`config.mk`:
```
export PLATFORM = sky130hd
export DESIGN_NAME = ex_mem_reg
export DESIGN_NICKNAME = d
export VERILOG_FILES = /design/src/rtl/ex_mem_reg.sv
export SDC_FILE = /design/constraint.sdc
export NUM_CORES = 1
export LEC_CHECK = 0
export ABC_AREA = 1
export CORE_MARGIN = 10
export CORE_UTILIZATION = 38
export CTS_CLUSTER_SIZE = 12
export DETAILED_ROUTE_END_ITERATION = 12
export PLACE_DENSITY = 0.8
export SLEW_MARGIN = 20
export SYNTH_ARGS = -nofsm -noshare
export SYNTH_HDL_FRONTEND = slang
export SYNTH_SLANG_ARGS = --single-unit
```
`constraint.sdc`:
```
create_clock -name clk -period 1.3 [get_ports clk]
set_input_delay 0.195 -clock clk [delete_from_list [all_inputs] [get_ports clk]]
set_output_delay 0.195 -clock clk [all_outputs]
set_load 0.005 [all_outputs]
```
`src/rtl/ex_mem_reg.sv`:
```
// rtl/ex_mem_reg.sv - EX/MEM pipeline register with stall, bubble, flush and multi-cycle accumulate hold
//
// Purpose:
//   Registers the EX stage GPR and HI/LO write requests toward MEM.
//   Applies the boundary rules, in priority order: reset, flush, hold, bubble, advance.
//   Keeps the partial 64-bit product and the step count of a two-cycle
//   MADD/MADDU/MSUB/MSUBU while EX is stalled, and returns them to EX.
//   Every output is registered, so the latency is one cycle.
//
// Optional feature:
//   Define EX_MEM_PERF_CNT_EN to add the performance counters
//   perf_inst_o, perf_bubble_o and perf_acc_o.
//
// Packed field layouts:
//   wreg (38 bits) = {en[37], addr[36:32], data[31:0]}
//   hilo (65 bits) = {en[64], hi[63:32], lo[31:0]}
//
// Ports:
//   clk            pipeline clock; all state changes on the rising edge
//   rst            synchronous reset, active high
//   ex_stall_i     EX stage stalled this cycle
//   mem_stall_i    MEM stage stalled this cycle
//   flush_i        pipeline flush; clears the register contents
//   ex_wreg_i      GPR write request from EX
//   ex_hilo_i      HI/LO write request from EX
//   ex_acc_i       intermediate accumulate value from EX
//   ex_cnt_i       EX multi-cycle step count
//   mem_wreg_o     registered GPR write request to MEM
//   mem_hilo_o     registered HI/LO write request to MEM
//   ex_acc_o       held accumulate value returned to EX
//   ex_cnt_o       held step count returned to EX
//   perf_inst_o    (optional) ADVANCE cycles that carry a GPR or HI/LO write
//   perf_bubble_o  (optional) BUBBLE cycles
//   perf_acc_o     (optional) cycles spent in the ACC state

module ex_mem_reg #(
    parameter int CNT_W = 2,
    parameter int ACC_W = 64
) (
    input  logic             clk,
    input  logic             rst,
    input  logic             ex_stall_i,
    input  logic             mem_stall_i,
    input  logic             flush_i,
    input  logic [37:0]      ex_wreg_i,
    input  logic [64:0]      ex_hilo_i,
    input  logic [ACC_W-1:0] ex_acc_i,
    input  logic [CNT_W-1:0] ex_cnt_i,
    output logic [37:0]      mem_wreg_o,
    output logic [64:0]      mem_hilo_o,
    output logic [ACC_W-1:0] ex_acc_o,
    output logic [CNT_W-1:0] ex_cnt_o
`ifdef EX_MEM_PERF_CNT_EN
    ,
    output logic [31:0]      perf_inst_o,
    output logic [31:0]      perf_bubble_o,
    output logic [31:0]      perf_acc_o
`endif
);

    localparam logic RST_ENABLE = 1'b1;

    localparam int WREG_EN_BIT = 37;
    localparam int HILO_EN_BIT = 64;

    typedef enum logic {
        IDLE = 1'b0,
        ACC  = 1'b1
    } state_t;

    state_t state;

    // Classify the cycle once. Flush outranks the stall cases. A stalled MEM
    // holds whatever EX is doing, which also covers the illegal
    // ex_stall_i=0 / mem_stall_i=1 pairing.
    logic is_hold;
    logic is_bubble;
    logic is_advance;

    always_comb begin
        is_hold    = 1'b0;
        is_bubble  = 1'b0;
        is_advance = 1'b0;
        if (!flush_i) begin
            if (mem_stall_i) begin
                is_hold = 1'b1;
            end else if (ex_stall_i) begin
                is_bubble = 1'b1;
            end else begin
                is_advance = 1'b1;
            end
        end
    end

    always_ff @(posedge clk) begin
        if (rst == RST_ENABLE) begin
            mem_wreg_o <= '0;
            mem_hilo_o <= '0;
            ex_acc_o   <= '0;
            ex_cnt_o   <= '0;
            state      <= IDLE;
        end else if (flush_i) begin
            mem_wreg_o <= '0;
            mem_hilo_o <= '0;
            ex_acc_o   <= '0;
            ex_cnt_o   <= '0;
            state      <= IDLE;
        end else if (is_bubble) begin
            // EX is stuck: send a NOP to MEM and keep EX's partial result
            // so it can pick it up on its next cycle.
            mem_wreg_o <= '0;
            mem_hilo_o <= '0;
            ex_acc_o   <= ex_acc_i;
            ex_cnt_o   <= ex_cnt_i;
            if (ex_cnt_i != '0) begin
                state <= ACC;
            end
        end else if (is_advance) begin
            // Any multi-cycle op is finished once EX advances.
            mem_wreg_o <= ex_wreg_i;
            mem_hilo_o <= ex_hilo_i;
            ex_acc_o   <= '0;
            ex_cnt_o   <= '0;
            state      <= IDLE;
        end
        // is_hold: every register keeps its value.
    end

`ifdef EX_MEM_PERF_CNT_EN
    // These counters survive flushes and wrap naturally at 32 bits.
    always_ff @(posedge clk) begin
        if (rst == RST_ENABLE) begin
            perf_inst_o   <= '0;
            perf_bubble_o <= '0;
            perf_acc_o    <= '0;
        end else begin
            if (is_advance && (ex_wreg_i[WREG_EN_BIT] || ex_hilo_i[HILO_EN_BIT])) begin
                perf_inst_o <= perf_inst_o + 32'd1;
            end
            if (is_bubble) begin
                perf_bubble_o <= perf_bubble_o + 32'd1;
            end
            if (state == ACC) begin
                perf_acc_o <= perf_acc_o + 32'd1;
            end
        end
    end
`endif

    // While an accumulate is in flight, EX may only release its stall with a
    // live step count. The one exception is the cycle after a flush.
    acc_release_has_count: assert property (
        @(posedge clk) disable iff (rst == RST_ENABLE)
        ((state == ACC) && !ex_stall_i) |-> ((ex_cnt_i != '0) || $past(flush_i))
    );

endmodule

```
=== After elaboration in Yosys (flattened, before gate mapping) ===
Cells that the tools add are included.

* Add/subtract/negate cells: 0
* $mul: 0
* Div/mod/pow operators: 0
* Magnitude comparators: 0
* Equality and inequality tests: 0
* Shift-type cells: 0
* Multiplexer cells: 10
* Bitwise gates (word level): 0
* Reductions and logical operators: 3

{| class="wikitable"
|+ Operators with widths
! operator !! count
|-
| $mux 64 || 2
|-
| $mux 1 || 6
|-
| $mux 2 || 2
|-
| $reduce_or 3->1 || 1
|-
| $reduce_bool 2->1 || 1
|-
| $reduce_or 2->1 || 1
|}

* Flip-flop bits (word level): 169
* Bits in latches: 0
* Bits in writable memories: 0
* ROM bits: 0
* Word-level logic and storage cells: 17
* Memories kept: 0

=== Depth between registers and ports, before layout ===
Gate-level depths: netlist of run 1.

* Depth after elaboration: 5
* Depth in mapped cells: 6
* Gate-level depth less buffers: 4

=== Worst setup path after synthesis of run 1 ===
No wires, ideal clock.

* Path kind: input-to-reg
* Start point: input mem_stall_i
* End point: register mem_hilo_o[21]
* Library setup time: 120 ps
* Data arrival time: 912 ps
* Data required time: 1,180 ps
* Slack: 269 ps
* Cell stages on the path: 6
* Cell sequence: nor2_4 -> nand2_1 -> nand2_1 -> buf_2 -> buf_2 -> a21oi_1

* Cells in the longest elaborated chain, start to end: 3

{| class="wikitable"
|+ Ends and longest elaborated chain
! item !! line !! text
|-
| start: declaration || 43 || <nowiki>input logic mem_stall_i,</nowiki>
|-
| $mux 1 || 85 || <nowiki>if (mem_stall_i) begin</nowiki>
|-
| $mux 1 || 84 || <nowiki>if (!flush_i) begin</nowiki>
|-
| $reduce_or 3->1 (no source line) || -- ||
|-
| end signal: assignment || 121 || <nowiki>mem_hilo_o <= ex_hilo_i;</nowiki>
|-
| end: declaration || 50 || <nowiki>output logic [64:0] mem_hilo_o,</nowiki>
|}

Several ways; a longest one is shown, not always the timed one.
A chain may end at the register's enable or synchronous reset.

=== Worst setup path after layout of run 1 ===
* Start point: input flush_i
* End point: register mem_wreg_o[19]

* Cells in the longest elaborated chain, start to end: 2

{| class="wikitable"
|+ Ends and longest elaborated chain
! item !! line !! text
|-
| start: declaration || 44 || <nowiki>input logic flush_i,</nowiki>
|-
| $mux 1 || 84 ||
|-
| $reduce_or 3->1 (no source line) || -- ||
|-
| end signal: assignment || 120 || <nowiki>mem_wreg_o <= ex_wreg_i;</nowiki>
|-
| end: declaration || 49 || <nowiki>output logic [37:0] mem_wreg_o,</nowiki>
|}

Several ways; a longest one is shown, not always the timed one.

==> metrics.cfg, run 1 <==
[worst_setup_path]
cp-start-kind = input pin
r2r_cells = 2
r2r-end = ex_acc_o[46]
worstPathCellList = clkdlybuf4s50_1, nor2_4, buf_12, nand2_4, buf_12, nand2_1, a21oi_1
required_ns = 1.61
path_max_fanout = 27
cpPeakStageDelay_ns = 0.47
cp-end-kind = flop
cpMostUsedCell = buf_12
reg2reg_from = ex_acc_o[46]
slowest_stage = clkdlybuf4s50_1
worst-r2r-setup-slack_ns = 0.67
crit_type = in2reg
cp.arrival_ns = 1.55

[global_routing]
grt-ovfl-total = 0
grt_max_degree = 66
use_met1_pct = 23.8
grtUsageMet2_pct = 35.5
grtUsageTotal_pct = 21.3
busiest_layer = met2
use_met3_pct = 8.19
antenna_found_initial = 1
first_global_vias = 6543
grt_pass1_wl_mm = 36.8

[floorplanning]
dieArea_um2 = 21500
initial_core_util_pct = 38.5
fp.coreArea_um2 = 15800
die_w_um = 147
rows = 46
pin_count = 343
die_h_um = 147

[sta]
finalSetupViolCount = 0
fin_ws_ns = 0.0546
slew_headroom_pct = 77.1
tns_ns = 0
hold_viol = 0
tightest_slew_ns = 0.342
fin_skew_ns = 0
drv_slew = 0
final.min_clock_period_ns = 1.25
post-route-period-util_pct = 95.8
clock.fmax_mhz = 803

[place]
post-place-ws_ns = -0.362
placed_cells = 1278
io_buffers = 342
hpwlAfterDp_mm = 18.0
place_congestion = 0.826

[pwr]
seqPwrFrac_pct = 44.4
p_clk_share_pct = 44.7
ir_drop_mv = 0.823
pwr-share-comb_pct = 10.9
p_sw_mw = 2.73
p_int_mw = 9.15
swShare_pct = 23.0
power.density_nw_per_um2 = 1140
leakagePower_nw = 4.32

[clock_tree]
cts_max_path_buffers = 2
clk_latency_ns = 0.42
cts_tree = built
cts_sinks = 169
cts_root_buf = clkbuf_16
clk_pin_slew_worst_paths_ns = 0.06
ctsHoldBuffers = 0
cts-buffers-inserted = 17
h-tree-depth = 4

[outcome]
status = finished clean

[cells_and_area]
drive_above_1_share_pct = 7.12
fill_cells = 1384
synthToLayoutAreaGrowth_pct = 70.7
fin_nets = 1256
finalNonFillerCells = 1312

[drt]
antenna_left = 0
drc = 0
routedWlPerCell_um = 18.1
dr_total_vias = 6569
vias_per_cell = 5.01
first_iter_violations = 453
wirelength_mm = 23.8
drtPass1Iterations = 6

[synthesis]
syn-cell-area_um2 = 6090
synth_nets = 930
synth.distinct_cells = 12
ys_ff_latch = 169
yosysSeqAreaShare_pct = 55.5
yosysWarnings = 0
synth_cells = 756
avgSynthCellArea_um2 = 8.06

[hold_path]
hold_class = in2reg
hp-start = ex_stall_i
holdPathEnd = ex_acc_o[22]
whs_path_depth = 3

[run]
cap_viol_max_count = 0

## repair_timing
action,4_1_cts,5_1_grt
buffers inserted,0,1
pin swaps,0,1
setup endpoints to repair,169,12
cloned,0,0
resized for setup,171,4
## critical path, delay by kind of cell
kind | cells | cell delay, ns
buffers and inverters | 3 | 0.82
and+or+nand+nor | 3 | 0.45
AOI/OAI and AO/OA | 1 | 0.06
## worst max path at each step
stage / startpoint / end / slack, ns
4_1_cts: mem_hilo_o[14] / mem_hilo_o[14] / 0.02
5_1_grt: flush_i / mem_hilo_o[54] / -0.02
2_1_floorplan: mem_stall_i / mem_hilo_o[21] / 0.27
3_5_place_dp: flush_i / ex_acc_o[30] / -0.36
6_report: flush_i / mem_wreg_o[19] / 0.05
3_3_place_gp: flush_i / ex_acc_o[52] / -0.29
## power groups by stage
| stage | registers [mW] | clock network, mW | logic (mW) |
|---|---|---|---|
| 6_report | 5.27 | 5.31 | 1.30 |
| 3_5_place_dp | 5.39 | 0 | 1.34 |
| 3_3_place_gp | 5.39 | 0 | 1.33 |
| 5_1_grt | 5.28 | 5.64 | 1.40 |
| 2_1_floorplan | 5.40 | 0 | 0.417 |
| 4_1_cts | 5.27 | 5.41 | 1.30 |
## logic make-up after synthesis
kind of cell	after synthesis	share of synthesized area (%)
and+or+nand+nor	343	24.7
DFF	169	55.5
buffers and inverters	75	5.87
AOI/OAI and AO/OA	169	13.9
## layout make-up
class                      instances  area, um2  area share [%]
clock buffer                      20        457            4.39
antenna                            1       2.50          0.0241
clock inverter                    12        164            1.58
inverter                           3       12.5           0.120
timing repair buffer             379       3740            36.0
multi-input combinational        512       2370            22.8
tap                              216        270            2.60
sequential                       169       3390            32.5
## layer usage
metal,up-vias,part of all wire (%)
met5,-,0
li1,3212,-
met2,271,50
met3,40,8.8
met1,3046,38
met4,0,2.6
## state kept, by name, indices dropped and copies added (netlist names)
signal,flops
ex_acc_o,64
ex_cnt_o,2
mem_hilo_o,65
mem_wreg_o,38
## synthesized netlist by cell type
cell type,n,area (um2)
clkbuf_1,12,45.0
nand2_1,172,646
dfxtp_1,169,3380
inv_1,1,3.75
buf_2,52,260
a21oi_1,169,846
nand3_1,169,846
nor2_4,1,11.3
inv_2,2,7.51
buf_1,5,18.8
buf_4,3,22.5
nor2_1,1,3.75
## stage by stage
| step | power, mW | utilization, % | hold slack [ns] | area, um2 |
|---|---|---|---|---|
| after floorplan | 5.81 | - | 0.356 | 6090 |
| after global placement | 6.72 | 63.0 | 0.445 | 9970 |
| after detailed placement | 6.73 | 63.0 | 0.450 | 9970 |
| after CTS | 12.0 | 65.6 | 0.105 | 10400 |
| after global routing | 12.3 | 65.7 | 0.114 | 10400 |
| final | 11.9 | 65.7 | 0.121 | 10400 |
## cells in the final DEF (no fill, tap or decap), types with 3 or more instances in the layout
master and instances:
clkdlybuf4s50_1 172, nand2_1 170, nand3_1 169, a21oi_1 168
dfxtp_1 167, dlygate4sd2_1 167, buf_12 20, clkbuf_16 17
buf_4 16, clkinvlp_4 3, inv_6 3, bufinv_16 3
Note: power is estimated with default switching activity, not from simulation.
==> run 2: changes to the inputs <==
SETUP_SLACK_MARGIN = 0.1   (was not set)
==> metrics.cfg, run 2 (same netlist as run 1, synthesis figures left out) <==
[outcome]
status = finished clean

[sta]
fin_skew_ns = 0  ; unchanged
slew_headroom_pct = 80.1  ; +2.9 points
rsz0062_at_grt = yes
drv_slew = 0  ; unchanged
finalSetupViolCount = 0  ; unchanged
hold_slack_ns = 0.124  ; +0.00365 ns
hold_viol = 0  ; unchanged
post-route-period-util_pct = 90.1  ; -5.7 points
clock.fmax_mhz = 854  ; +6.3%
final.min_clock_period_ns = 1.17  ; -0.0742 ns
tightest_slew_ns = 0.299  ; -0.0429 ns
fin_ws_ns = 0.129  ; +0.0742 ns

[worst_setup_path]
cp.arrival_ns = 0.98  ; -0.57 ns
cp_top_family = flip-flops
worst-path-buf-inv = 1  ; -2
cp-start-kind = flop
path_max_fanout = 2  ; -93%
cp-end-kind = primary output
crit_type = reg2out
slowest_stage = dfxtp_1
required_ns = 1.11  ; -0.50 ns
cpPeakStageDelay_ns = 0.33  ; -0.14 ns
worstPathCellList = clkdlybuf4s15_2

[drt]
first_iter_violations = 417  ; -7.9%
routedWlPerCell_um = 18.8  ; +3.4%
drc = 0  ; unchanged
vias_per_cell = 5.07  ; +1.3%
dr_total_vias = 6688  ; +1.8%
drtPass1Iterations = 5  ; -1
antenna_left = 0  ; unchanged
wirelength_mm = 24.7  ; +3.9%

[global_routing]
grt_pass1_wl_mm = 36.9  ; +0.22%
grtUsageTotal_pct = 21.4  ; +0.052 points
grt-ovfl-total = 0  ; unchanged
first_global_vias = 6596  ; +0.81%
grt_max_degree = 66  ; unchanged
antenna_found_initial = 1  ; unchanged

[floorplanning]
die_w_um = 147  ; unchanged
dieArea_um2 = 21500  ; unchanged
pin_count = 343  ; unchanged
rows = 46  ; unchanged
fp.coreArea_um2 = 15800  ; unchanged
die_h_um = 147  ; unchanged
initial_core_util_pct = 38.5  ; unchanged

[cells_and_area]
top_regs = mem_hilo_o: 65 flops, ex_acc_o: 64 flops, mem_wreg_o: 38 flops
largest_reg_flops = 65  ; unchanged
final_area_um2 = 10300  ; -0.70%
largest_register = mem_hilo_o
finalNonFillerCells = 1318  ; +0.46%
fin_nets = 1262  ; +0.48%
layout_common_cells = nand2_1, clkdlybuf4s50_1, nand3_1, a21oi_1, dfxtp_1
drive_above_1_share_pct = 24.3  ; +17 points
synthToLayoutAreaGrowth_pct = 69.5
fill_cells = 1350  ; -2.5%

[clock_tree]
cts-buffers-inserted = 17  ; unchanged
cts_tree = built
cts_sinks = 169  ; unchanged
clk_pin_slew_worst_paths_ns = 0.06  ; about the same
ctsHoldBuffers = 0  ; unchanged
cts_root_buf = clkbuf_16
h-tree-depth = 4  ; unchanged
cts_max_path_buffers = 2  ; unchanged
clk_latency_ns = 0.42  ; about the same

[place]
placed_cell_area_um2 = 9970  ; unchanged
hpwlAfterDp_mm = 18.0  ; unchanged
post-place-ws_ns = -0.362  ; unchanged
placed_cells = 1278  ; unchanged
place_congestion = 0.826  ; unchanged
io_buffers = 342  ; unchanged

[pwr]
ir_drop_mv = 0.826  ; +0.42%
total_power_mw = 11.9  ; +0.59%
leakagePower_nw = 3.82  ; -11%
power.density_nw_per_um2 = 1160  ; +1.3%

[hold_path]
hold_class = in2reg

[run]
cap_viol_max_count = 0  ; unchanged

-- run 2: cell count changes in the layout (fill, tap and decap cells not counted), sizes merged --
cell	previous run	this run
buf	38	60
clkbuf	20	110
clkdlybuf4s15	2	63
clkdlybuf4s50	172	170
dlygate4sd2	167	0
dlymetal6s2s	0	2
-- run 2: final cells by class --
class	instances	area, um2	share of cell area (%)
diodes	1	2.50	0.0242
clock buffers	20	457	4.42
clock inverters	12	164	1.59
inverters	3	15.0	0.145
multi-input cells	512	2380	23.0
flip-flops and latches	169	3440	33.3
well taps	216	270	2.62
repair buffers	385	3600	34.9
-- run 2: power by group --
group          leakage (nW)  internal (mW)  switching (mW)
sequential             1.39           5.25          0.0337
combinational          2.14          0.777           0.576
clock                 0.296           3.16            2.16
-- run 2: repair_timing --
item                                    4_1_cts  5_1_grt
endpoints found under the setup margin      183      190
pin swaps                                     1        1
hold endpoints to repair                      0        0
buffers inserted                              2        1
resized for setup                           405      149
cloned                                        0        4
-- run 2: per-stage QoR --
step / setup TNS [ns] / utilization [%]
6_report: 0 / 65.3
5_1_grt: 0 / 65.3
4_1_cts: 0 / 67.2
3_5_place_dp: -54.02 / 63.0
3_3_place_gp: -46.08 / 63.0
2_1_floorplan: 0 / -
-- run 2: tightest hold or removal path, delay by kind of cell --
family	cells	cell delay (ns)
simple gates	1	0.09
buf+inv	1	0.15
compound gates	1	0.06
-- run 2: layer usage --
layer	global-route usage, %	vias up	part of all wire, %
met4	9.61	0	2.8
met5	0	-	0
met1	23.7	3144	38
met2	35.4	270	50
met3	8.37	44	8.8
li1	-	3230	-
-- run 2: path summary, 6_finish.rpt --
kind                       start              to  slack, ns  cells after the start
setup / recovery  mem_hilo_o[39]  mem_hilo_o[39]       0.13                      1
hold / removal        ex_stall_i    ex_acc_o[22]       0.12                      3
setup reg to reg  mem_wreg_o[19]  mem_wreg_o[19]       0.61                      3
hold reg to reg    mem_hilo_o[0]   mem_hilo_o[0]       0.46                      2
==> run 3: changes to the inputs <==
ABC_AREA = not set   (was 1)
CORE_UTILIZATION = 35   (was 38)
PLACE_DENSITY = 0.72   (was 0.8)
==> metrics.cfg, run 3 <==
[synthesis]
yosysWarnings = 0  ; unchanged
synth_area_leaders = dfxtp_1, or3b_1, a21oi_1, nand2_1, nand3b_1
async_reset_ff_share_pct = 0  ; unchanged
synth_nets = 925  ; -0.54%
yosys.area.top_type = dfxtp_1
synth_top_area_share_pct = 50.3  ; -5.2 points
synth_edf_count = 0  ; unchanged
synth.distinct_cells = 12  ; unchanged
syn-cell-area_um2 = 6720  ; +10%
avgSynthCellArea_um2 = 8.95  ; +11%
yosysSeqAreaShare_pct = 50.3  ; -5.2 points
synth_common_cells = a21oi_1, dfxtp_1, nand2_1, or3b_1, nand3b_1
ys_ff_latch = 169  ; unchanged
synth_cells = 751  ; -0.66%
ys_dominant_reg_cell = dfxtp_1

[worst_setup_path]
required_ns = 1.11  ; about the same
cp-startpoint = mem_wreg_o[19]
r2r-end = ex_acc_o[43]
cp-end-kind = primary output
cp_top_family = flip-flops
cpPeakStageDelay_ns = 0.33  ; about the same
worstPathCellList = clkdlybuf4s15_1
reg2reg_from = ex_acc_o[43]
worst-r2r-setup-slack_ns = 0.70  ; +0.09 ns
cp-start-kind = flop
cp.arrival_ns = 0.96  ; -0.02 ns
path_max_fanout = 2  ; unchanged
r2r_cells = 2  ; -1
slowest_stage = dfxtp_1
crit_type = reg2out
worst-path-buf-inv = 1  ; unchanged

[global_routing]
grtUsageTotal_pct = 17.2  ; -4.1 points
first_global_vias = 6222  ; -5.7%
grt-ovfl-total = 0  ; unchanged
grt_max_degree = 63  ; -4.5%
grt_pass1_wl_mm = 34.0  ; -7.9%
antenna_found_initial = 0  ; -1

[cells_and_area]
synthToLayoutAreaGrowth_pct = 58.9
largest_reg_flops = 65  ; unchanged
finalNonFillerCells = 1354  ; +2.7%
fin_nets = 1256  ; -0.48%
final_common_cell = clkdlybuf4s50_1
drive_above_1_share_pct = 24.3  ; +0.064 points
layout_common_cells = clkdlybuf4s50_1, nand2_1, a21oi_1, dfxtp_1, or3b_1
ff_latch_area_um2 = 3440  ; about the same
top_regs = mem_hilo_o: 65 flops, ex_acc_o: 64 flops, mem_wreg_o: 38 flops
final_area_um2 = 10700  ; +3.4%
antenna_cells = 0  ; -1
largest_register = mem_hilo_o
multi_input_area_um2 = 2890  ; +21%
fill_cells = 1741  ; +29%

[clock_tree]
cts_max_path_buffers = 2  ; unchanged
clk_latency_ns = 0.41  ; about the same
h-tree-depth = 4  ; unchanged
cts_sinks = 169  ; unchanged
cts_tree = built
ctsHoldBuffers = 0  ; unchanged
clk_pin_slew_worst_paths_ns = 0.06  ; about the same
cts-buffers-inserted = 17  ; unchanged
cts_root_buf = clkbuf_16
cts_setup_buffers = 0  ; -2
ctsResizeCount = 414  ; +2.2%

[sta]
post-route-period-util_pct = 89.0  ; -1.1 points
finalSetupViolCount = 0  ; unchanged
hold_viol = 0  ; unchanged
final.min_clock_period_ns = 1.16  ; -0.0147 ns
slew_headroom_pct = 83.5  ; +3.4 points
clock.fmax_mhz = 865  ; +1.3%
fin_skew_ns = 0  ; unchanged
hold_slack_ns = 0.163  ; +0.0385 ns
rsz0062_at_grt = no
drv_slew = 0  ; unchanged
fin_ws_ns = 0.143  ; +0.0147 ns
tightest_slew_ns = 0.247  ; -0.0513 ns

[hold_path]
whs_path_depth = 3  ; unchanged
holdPathEnd = mem_hilo_o[13]
hp-start = ex_stall_i
hold_class = in2reg

[floorplanning]
die_w_um = 159  ; +8.2%
fp.coreArea_um2 = 18800  ; +19%
die_h_um = 159  ; +8.2%
rows = 50  ; +8.7%
initial_core_util_pct = 35.7  ; -2.8 points
pin_count = 343  ; unchanged
dieArea_um2 = 25200  ; +17%

[place]
placed_cells = 1323  ; +3.5%
placed_cell_area_um2 = 10500  ; +5.7%
post-place-ws_ns = -0.107  ; +0.255 ns
place_congestion = 0.798  ; -3.4%
io_buffers = 342  ; unchanged
hpwlAfterDp_mm = 17.6  ; -2.2%

[pwr]
p_sw_mw = 2.67  ; -3.5%
total_power_mw = 11.9  ; -0.46%
swShare_pct = 22.5  ; -0.70 points
leakagePower_nw = 4.02  ; +5.1%
p_clk_share_pct = 43.3  ; -1.2 points
p_int_mw = 9.22  ; +0.45%
pwr-share-comb_pct = 11.8  ; +0.5 points
power.density_nw_per_um2 = 1110  ; -3.8%
seqPwrFrac_pct = 44.9  ; +0.7 points
ir_drop_mv = 0.841  ; +1.8%

[outcome]
status = finished clean

[drt]
wirelength_mm = 22.9  ; -7.3%
antenna_left = 0  ; unchanged
routedWlPerCell_um = 16.9  ; -9.7%
drtPass1Iterations = 4  ; -1
first_iter_violations = 278  ; -33%
drc = 0  ; unchanged
dr_total_vias = 6433  ; -3.8%
vias_per_cell = 4.75  ; -6.4%

[run]
cap_viol_max_count = 0  ; unchanged

## run 3: cells by family (layout without fill, tap and decap cells)
kind of cell,Yosys count,in the layout,synth area share [%]
and+or+nand+nor,339,339,30.3
AOI/OAI and AO/OA,169,169,12.6
DFF,169,169,50.3
buffers and inverters,74,417,6.79
## run 3: metrics by stage
stage | setup TNS (ns) | util, %
floorplan | 0 | -
global placement | -8.66 | 56.0
detailed placement | -12.71 | 56.0
CTS | 0 | 59.3
global route | 0 | 56.7
finish | 0 | 56.7
## run 3: worst max path at each step
stage	to	depth (start not counted)
floorplan	mem_wreg_o[16]	5
global placement	mem_hilo_o[48]	5
detailed placement	mem_wreg_o[27]	5
CTS	mem_wreg_o[33]	1
global route	ex_acc_o[57]	1
finish	mem_wreg_o[19]	1
## run 3: power by group through the flow
| stage | Clock, mW | Sequential (mW) | Combinational [mW] |
|---|---|---|---|
| final | 5.15 | 5.34 | 1.41 |
| after global routing | 5.51 | 5.35 | 1.53 |
| after CTS | 5.31 | 5.33 | 1.46 |
| after floorplan | 0 | 5.46 | 0.552 |
| after detailed placement | 0 | 5.45 | 1.50 |
| after global placement | 0 | 5.45 | 1.49 |
## run 3: area by class of cell
cell class	instances	area share, %
Clock buffer	20	4.18
Sequential cell	169	32.2
Clock inverter	11	1.37
Tap cell	260	3.04
Multi-Input combinational cell	508	27.0
Timing Repair Buffer	386	32.2
## run 3: routing by layer
layer	GRT usage, %	wire [um]
met1	18.9	8880
met2	28.4	10800
met3	8.69	2850
met4	5.78	437
met5	0	0
